**config.mk**
```make
export PLATFORM = sky130hd
export DESIGN_NAME = hi_wb_regfile
export DESIGN_NICKNAME = d
export VERILOG_FILES = /design/src/rtl/hi_wb_regfile.sv
export SDC_FILE = /design/constraint.sdc
export NUM_CORES = 1
export LEC_CHECK = 0
export CAP_MARGIN = 20
export CORE_MARGIN = 2
export CORE_UTILIZATION = 40
export DETAILED_ROUTE_END_ITERATION = 7
export HOLD_SLACK_MARGIN = 0.06
export PLACE_DENSITY = 0.75
export REMOVE_ABC_BUFFERS = 1
export SLEW_MARGIN = 20
export SYNTH_ARGS = -nofsm -noshare
export SYNTH_HDL_FRONTEND = slang
export SYNTH_SLANG_ARGS = --single-unit
```
**constraint.sdc**
```tcl
create_clock -name wb_clk_i -period 5.43 [get_ports wb_clk_i]
set_input_delay 1.086 -clock wb_clk_i [delete_from_list [all_inputs] [get_ports wb_clk_i]]
set_output_delay 1.086 -clock wb_clk_i [all_outputs]
set_load 0.01 [all_outputs]
```
**src/rtl/hi_wb_regfile.sv**
```systemverilog
// rtl/hi_wb_regfile.sv - Wishbone register-file slave: ID, scratch, control, status and interrupt registers
module hi_wb_regfile #(
    parameter logic [31:0] ADDR_BASE = 32'h3000_0000,
    parameter int          N_CTRL    = 4,
    parameter int          N_STAT    = 4,
    parameter int          N_IRQ     = 3,
    parameter logic [31:0] ID_VALUE  = 32'h4849_0001
) (
    input  logic                  wb_clk_i,
    input  logic                  wb_rst_i,
    input  logic                  wbs_cyc_i,
    input  logic                  wbs_stb_i,
    input  logic                  wbs_we_i,
    input  logic [3:0]            wbs_sel_i,
    input  logic [31:0]           wbs_adr_i,
    input  logic [31:0]           wbs_dat_i,
    output logic                  wbs_ack_o,
    output logic [31:0]           wbs_dat_o,
    output logic [32*N_CTRL-1:0]  ctrl_o,
    output logic [N_CTRL-1:0]     ctrl_wr_o,
    input  logic [32*N_STAT-1:0]  status_i,
    input  logic [N_IRQ-1:0]      irq_evt_i,
    output logic [N_IRQ-1:0]      user_irq
);

    typedef enum logic {IDLE, ACK} state_t;

    state_t               state;
    state_t               state_nxt;
    logic                 in_window;
    logic                 req;
    logic                 wr_req;
    logic                 rd_req;
    logic [5:0]           word;
    logic [31:0]          lane_mask;
    logic [31:0]          w_masked;
    logic [31:0]          rd_data;
    logic [31:0]          dat_q;
    logic [31:0]          scratch;
    logic [32*N_CTRL-1:0] ctrl_q;
    logic [N_CTRL-1:0]    ctrl_wr_q;
    logic [N_IRQ-1:0]     irq_status;
    logic [N_IRQ-1:0]     irq_enable;
    logic [N_IRQ-1:0]     irq_clr;
    logic [N_IRQ-1:0]     user_q;
    logic                 unused_adr_lsb;

    // Byte address bits below the word are don't-care
    assign unused_adr_lsb = ^wbs_adr_i[1:0];

    assign in_window = (wbs_adr_i[31:8] == ADDR_BASE[31:8]);
    assign word      = wbs_adr_i[7:2];
    // ACK state doubles as the registered acknowledge, so a request is only taken from IDLE
    assign req       = wbs_cyc_i & wbs_stb_i & (state == IDLE) & in_window;
    assign wr_req    = req & wbs_we_i;
    assign rd_req    = req & ~wbs_we_i;

    assign lane_mask = {{8{wbs_sel_i[3]}}, {8{wbs_sel_i[2]}}, {8{wbs_sel_i[1]}}, {8{wbs_sel_i[0]}}};
    assign w_masked  = wbs_dat_i & lane_mask;
    assign irq_clr   = (wr_req && word == 6'd1) ? w_masked[N_IRQ-1:0] : '0;

    assign wbs_ack_o = (state == ACK);
    assign wbs_dat_o = dat_q;
    assign ctrl_o    = ctrl_q;
    assign ctrl_wr_o = ctrl_wr_q;
    assign user_irq  = user_q;

    // Slave state register
    always_ff @(posedge wb_clk_i) begin
        if (wb_rst_i) begin
            state <= IDLE;
        end else begin
            state <= state_nxt;
        end
    end

    // Next state: one ack per request, then a mandatory idle cycle
    always_comb begin
        state_nxt = state;
        case (state)
            IDLE:    if (req) state_nxt = ACK;
            ACK:     state_nxt = IDLE;
            default: state_nxt = IDLE;
        endcase
    end

    // Read multiplexer over the register map; unmapped offsets read zero
    always_comb begin
        rd_data = '0;
        if (word == 6'd0) begin
            rd_data = ID_VALUE;
        end else if (word == 6'd1) begin
            rd_data[N_IRQ-1:0] = irq_status;
        end else if (word == 6'd2) begin
            rd_data[N_IRQ-1:0] = irq_enable;
        end else if (word == 6'd3) begin
            rd_data = scratch;
        end
        for (int i = 0; i < N_CTRL; i++) begin
            if (word == 6'(4 + i)) rd_data = ctrl_q[32*i +: 32];
        end
        for (int j = 0; j < N_STAT; j++) begin
            if (word == 6'(16 + j)) rd_data = status_i[32*j +: 32];
        end
    end

    // Read data is held only for the ack cycle and is zero otherwise
    always_ff @(posedge wb_clk_i) begin
        if (wb_rst_i) begin
            dat_q <= '0;
        end else begin
            dat_q <= rd_req ? rd_data : '0;
        end
    end

    // Byte-masked writes to RW registers and the per-word write strobe
    always_ff @(posedge wb_clk_i) begin
        if (wb_rst_i) begin
            scratch    <= '0;
            irq_enable <= '0;
            ctrl_q     <= '0;
            ctrl_wr_q  <= '0;
        end else begin
            ctrl_wr_q <= '0;
            if (wr_req) begin
                if (word == 6'd2) begin
                    irq_enable <= (irq_enable & ~lane_mask[N_IRQ-1:0]) | w_masked[N_IRQ-1:0];
                end
                if (word == 6'd3) begin
                    scratch <= (scratch & ~lane_mask) | w_masked;
                end
                for (int i = 0; i < N_CTRL; i++) begin
                    if (word == 6'(4 + i)) begin
                        ctrl_q[32*i +: 32] <= (ctrl_q[32*i +: 32] & ~lane_mask) | w_masked;
                        ctrl_wr_q[i]       <= 1'b1;
                    end
                end
            end
        end
    end

    // Sticky interrupt status (a new event beats a same-edge clear) and registered irq outputs
    always_ff @(posedge wb_clk_i) begin
        if (wb_rst_i) begin
            irq_status <= '0;
            user_q     <= '0;
        end else begin
            irq_status <= irq_evt_i | (irq_status & ~irq_clr);
            user_q     <= irq_status & irq_enable;
        end
    end

endmodule

```
# After elaboration in Yosys (flattened, before gate mapping)
# Index checks and enable logic that the tools add are counted.
# W data, S select, Z words.
word_totals:
  reg_bits: 206
  latchBits: 0
  ramBits: 0
  rom_bits: 0
  inputBits: 204
  output_inout_bits: 168
  wordCells: 82
  mem_count: 0
classes:
  add_sub_neg: 0
  n_mul: 0
  div: 0
  order_cmp: 0
  n_eq_ne: 12
  shift: 0
  n_mux: 21
  bitwise_logic: 28
  n_reduce_logical: 10
op_table:
  columns: ["operator", "n"]
  rows:
  - ["$mux W32", 10]
  - ["$and A32 B32 Y32", 6]
  - ["$or A32 B32 Y32", 5]
  - ["$mux W29", 2]
  - ["$not A32 Y32", 1]
  - ["$eq A24 B22 Y1 const B", 1]
  - ["$eq A6 B3 Y1 const B", 4]
  - ["$eq A6 B5 Y1 const B", 4]
  - ["$eq A6 B2 Y1 const B", 2]
  - ["$reduce_and A2 Y1", 6]
  - ["$and A3 B3 Y3", 3]
  - ["$mux W3", 3]
  - ["$eq A6 B1 Y1 const B", 1]
  - ["$logic_not A6 Y1", 1]
  - ["$not A3 Y3", 2]
  - ["$or A3 B3 Y3", 2]
  - ["$and A1 B1 Y1", 5]
  - ["$mux W1", 5]
  - ["$not A1 Y1", 4]
  - ["$reduce_or A2 Y1", 2]
  - ["$pmux W1 S2", 1]
  - ["$logic_and A1 B1 Y1", 1]

# Depth between registers and ports, before layout
depth:
  depth_word: 13
  ltp_mapped: 8
  mapped_depth_nobuf: 5

# Least setup slack after synthesis
# No wires, ideal clock.
synth_path:
  path_kind: "input to register"
  startpoint: "input wbs_adr_i[20]"
  endpoint: "register with a tool-made name"
  setup_ns: 0.128
  arrival_time_ns: 3.149
  setup_slack_ns: 2.154
  path_stages: 7
  path_buffers: 2
  path_cell_list: "or4b_1 > or3_1 > buf_2 > buf_6 > nor4_4 > mux2i_1 > nor2_1"
synth_lines:
  columns: ["item", "line", "text"]
  rows:
  - ["start: declaration", "15", "input logic [31:0] wbs_adr_i,"]

==> run summary <==
========================================================================================
Status                                                                      finished clean
Asr flop ratio synth                                                                  0%
Sort of element at the end of the critical path                                flip-flop
Filler instances                                                                    2022
Count of vias placed by the detailed router                                         9790
Setup tns final                                                                     0 ns
Count of final max-slew check failures                                                 0
Unique cell type count in the Yosys netlist                                           43
Crit path max-delay cell type                                               sky130_fd_sc_hd__nor4_4
Layout cell share with drive strength beyond 1                                     11.3%
Final worst clock skew                                                        0.00725 ns
Final hold slack                                                                0.443 ns
Clock slew at the register clock pins of the worst setup and hold paths          0.06 ns
Total of max-cap violations                                                            0
Global router's overall resource usage                                             29.0%
Htree depth                                                                            1
Worst Setup SP                                                              wbs_adr_i[20]
Peak fanout along the critical path                                                   22
Routed wire length                                                              37600 um
Crit path buf inv count                                                                1
Setup bufs post-CTS                                                                    0
Unrepaired setup endpoints after global routing                                    false
Final antenna-violating net count                                                      0
Category of cells accounting for the largest share of critical-path delay   simple AND/OR/NAND/NOR gates
Die Area                                                                       24800 um2
Area of the multi-input gates                                                   5050 um2
I/O pins                                                                             372
First-iteration detailed-routing DRC count                                           541
# nets final                                                                        1613
Post-route minimum period                                                        4.00 ns
Final number of setup-violating endpoints                                              0
I/O Buffers                                                                          369
Width of the chip                                                                 158 um
Power density over the cells                                                  238 nW/um2
HPWL after detailed placement                                                   25700 um
Period Utilization, post-route                                                     73.7%
1st-pass router iterations                                                             5
Area added between synthesis and finish                                            50.6%
Worst IR drop on VDD                                                          0.000174 V
Worst flop-to-flop path startpoint                                             wbs_ack_o
Core footprint                                                                 23300 um2
Number of buffers created by CTS                                                      23
Flip-flop cell with the highest count after synthesis                       sky130_fd_sc_hd__dfxtp_1
Area contributors post-synth                                                sky130_fd_sc_hd__dfxtp_1 44%, sky130_fd_sc_hd__mux2i_1 9.0%, sky130_fd_sc_hd__nand2_1 7.4%, sky130_fd_sc_hd__a21oi_1 5.6%, sky130_fd_sc_hd__nor2_1 5.5%
Max incr delay on CP                                                             0.94 ns
Row count                                                                             56
Clk Latency, worst-skew pair                                                     0.51 ns
Worst r2r dst                                                               wbs_dat_o[31]
GPL Wtd Cong                                                                       0.830
Die height                                                                        158 um
PostCTS Resize Cnt                                                                     0
Worst path required time                                                         5.79 ns
# DRC                                                                                  0
Slew at the pin with the worst max-slew slack                                    1.03 ns
Sort of element at the start of the critical path                             input port
Routed vias/inst                                                                    5.61
Post-synthesis sequential element count                                              206
Register-to-register setup slack                                                 2.66 ns
Initial core utilization                                                           40.4%
Post-synthesis cell count                                                           1063
Slew margin rel.                                                                   31.4%
Count of cells along the worst register-to-register path                               6
Timing-limited maximum frequency                                                 250 MHz
Largest net degree at the start of global routing                                     93
Yosys warns                                                                            0
Final routed wire length divided by cell count                                   21.6 um
Number of hold-repair buffers added at the cts stage                                   0
Syn avg cell area                                                               8.87 um2
Vias in the first global route                                                      9628
Number of cells on the critical path                                                   6
Worst min-delay path category                                                    reg2reg
Fraction of the yosys area taken by sequential cells                               43.7%
Wire length of the first global-routing pass                                    54800 um
TritonCTS clock tree                                                                 yes
Number of antenna violations at the first check in global routing                      0
Post-route worst setup slack                                                     1.43 ns
Root Driver                                                                 sky130_fd_sc_hd__clkbuf_16
Sinks on the clock net                                                               206
Critical path data arrival time                                                  4.36 ns
Hold violation total from the final report                                             0
Cell type with the largest total area after synthesis                       sky130_fd_sc_hd__dfxtp_1
Worst-path cell chain                                                       clkdlybuf4s50_1, or4b_1, or3_2, nor4_4, mux2i_1, nor2_1
Commonest cells after routing, fill and taps aside                          366 x sky130_fd_sc_hd__clkdlybuf4s50_1, 206 x sky130_fd_sc_hd__dfxtp_1, 187 x sky130_fd_sc_hd__nand2_1, 136 x sky130_fd_sc_hd__nor2_1, 105 x sky130_fd_sc_hd__a21oi_1
Kind of critical path                                                             in2reg
Number of flops mapped to enable cells by yosys                                        0
Final global-route overflow total                                                      0
Clock Tree Buf Depth                                                                   3
Footprint of the flip-flops and latches                                         4120 um2
Top-area cell type share of the netlist area                                       43.7%
Pre-CTS setup slack                                                             0.934 ns
Final antenna diode count                                                              0
Most common cell after layout, fill and taps aside                          sky130_fd_sc_hd__clkdlybuf4s50_1
Leakage power of the design                                                      4.63 nW
Post-synthesis instance area                                                    9430 um2
========================================================================================
==> tightest hold or removal path, cell delays in order, from the launching register on <==
cell                      delay (ns)
sky130_fd_sc_hd__dfxtp_1        0.32
sky130_fd_sc_hd__nand2_1        0.06
sky130_fd_sc_hd__nor2_1         0.03
==> metrics by stage <==
stage	power, mW	std cells	util (%)	instance area, um2
6_report	3.37	1744	60.9	14200
3_3_place_gp	1.86	1703	57.7	13500
4_1_cts	3.39	1744	60.9	14200
3_5_place_dp	1.86	1703	57.7	13500
2_1_floorplan	1.62	990	-	9150
5_1_grt	3.47	1744	60.9	14200
==> logic make-up after synthesis <==
group	count (synthesis)	synth area share [%]
AO/OA/AOI/OAI	254	17.9
flip-flops	206	43.7
buffers and inverters	77	3.20
multiplexers	128	15.0
AND/OR/NAND/NOR	398	20.2
==> layout make-up <==
class                   instances  area share (%)
flip-flops and latches        206            29.0
multi-input cells             780            35.5
clock inverters                17            1.10
inverters                       4           0.106
repair buffers                394            27.3
well taps                     319            2.81
clock buffers                  24            4.15
==> synthesized netlist by cell type, types with 6 or more instances <==
library cell	count
sky130_fd_sc_hd__a211oi_1	10
sky130_fd_sc_hd__a21oi_1	105
sky130_fd_sc_hd__a221oi_1	8
sky130_fd_sc_hd__a22oi_1	40
sky130_fd_sc_hd__a311oi_1	22
sky130_fd_sc_hd__buf_1	9
sky130_fd_sc_hd__clkbuf_1	59
sky130_fd_sc_hd__dfxtp_1	206
sky130_fd_sc_hd__mux2_2	36
sky130_fd_sc_hd__mux2i_1	85
sky130_fd_sc_hd__mux4_2	7
sky130_fd_sc_hd__nand2_1	187
sky130_fd_sc_hd__nand3_1	16
sky130_fd_sc_hd__nor2_1	139
sky130_fd_sc_hd__nor4_1	6
sky130_fd_sc_hd__nor4_2	11
sky130_fd_sc_hd__nor4_4	10
sky130_fd_sc_hd__o211ai_1	8
sky130_fd_sc_hd__o21ai_0	19
sky130_fd_sc_hd__o221a_2	15
sky130_fd_sc_hd__o22ai_1	14
sky130_fd_sc_hd__o2bb2ai_1	6
sky130_fd_sc_hd__or3_1	6
==> how the worst min path moves through the flow <==
stage,startpoint,to,slack [ns],depth (start not counted)
CTS,flip-flop,user_irq[1],0.45,2
detailed placement,flip-flop,user_irq[1],0.44,2
floorplan,flip-flop,user_irq[1],0.42,2
global route,flip-flop,flip-flop,0.47,2
global placement,flip-flop,flip-flop,0.44,2
finish,flip-flop,user_irq[1],0.44,2
==> per-layer routing <==
layer	GRT usage (%)	vias up	part of all wire, %
met2	50.8	489	49
met5	0	-	0
met3	6.42	87	9.0
li1	-	4552	-
met1	34.5	4662	39
met4	11.3	0	3.4
==> power by group <==
part | switching (mW) | internal, mW
Clock | 0.656 | 0.890
Sequential | 0.00114 | 1.51
Combinational | 0.140 | 0.175
Total | 0.798 | 2.58
Note: power is estimated with default switching activity, not from simulation.
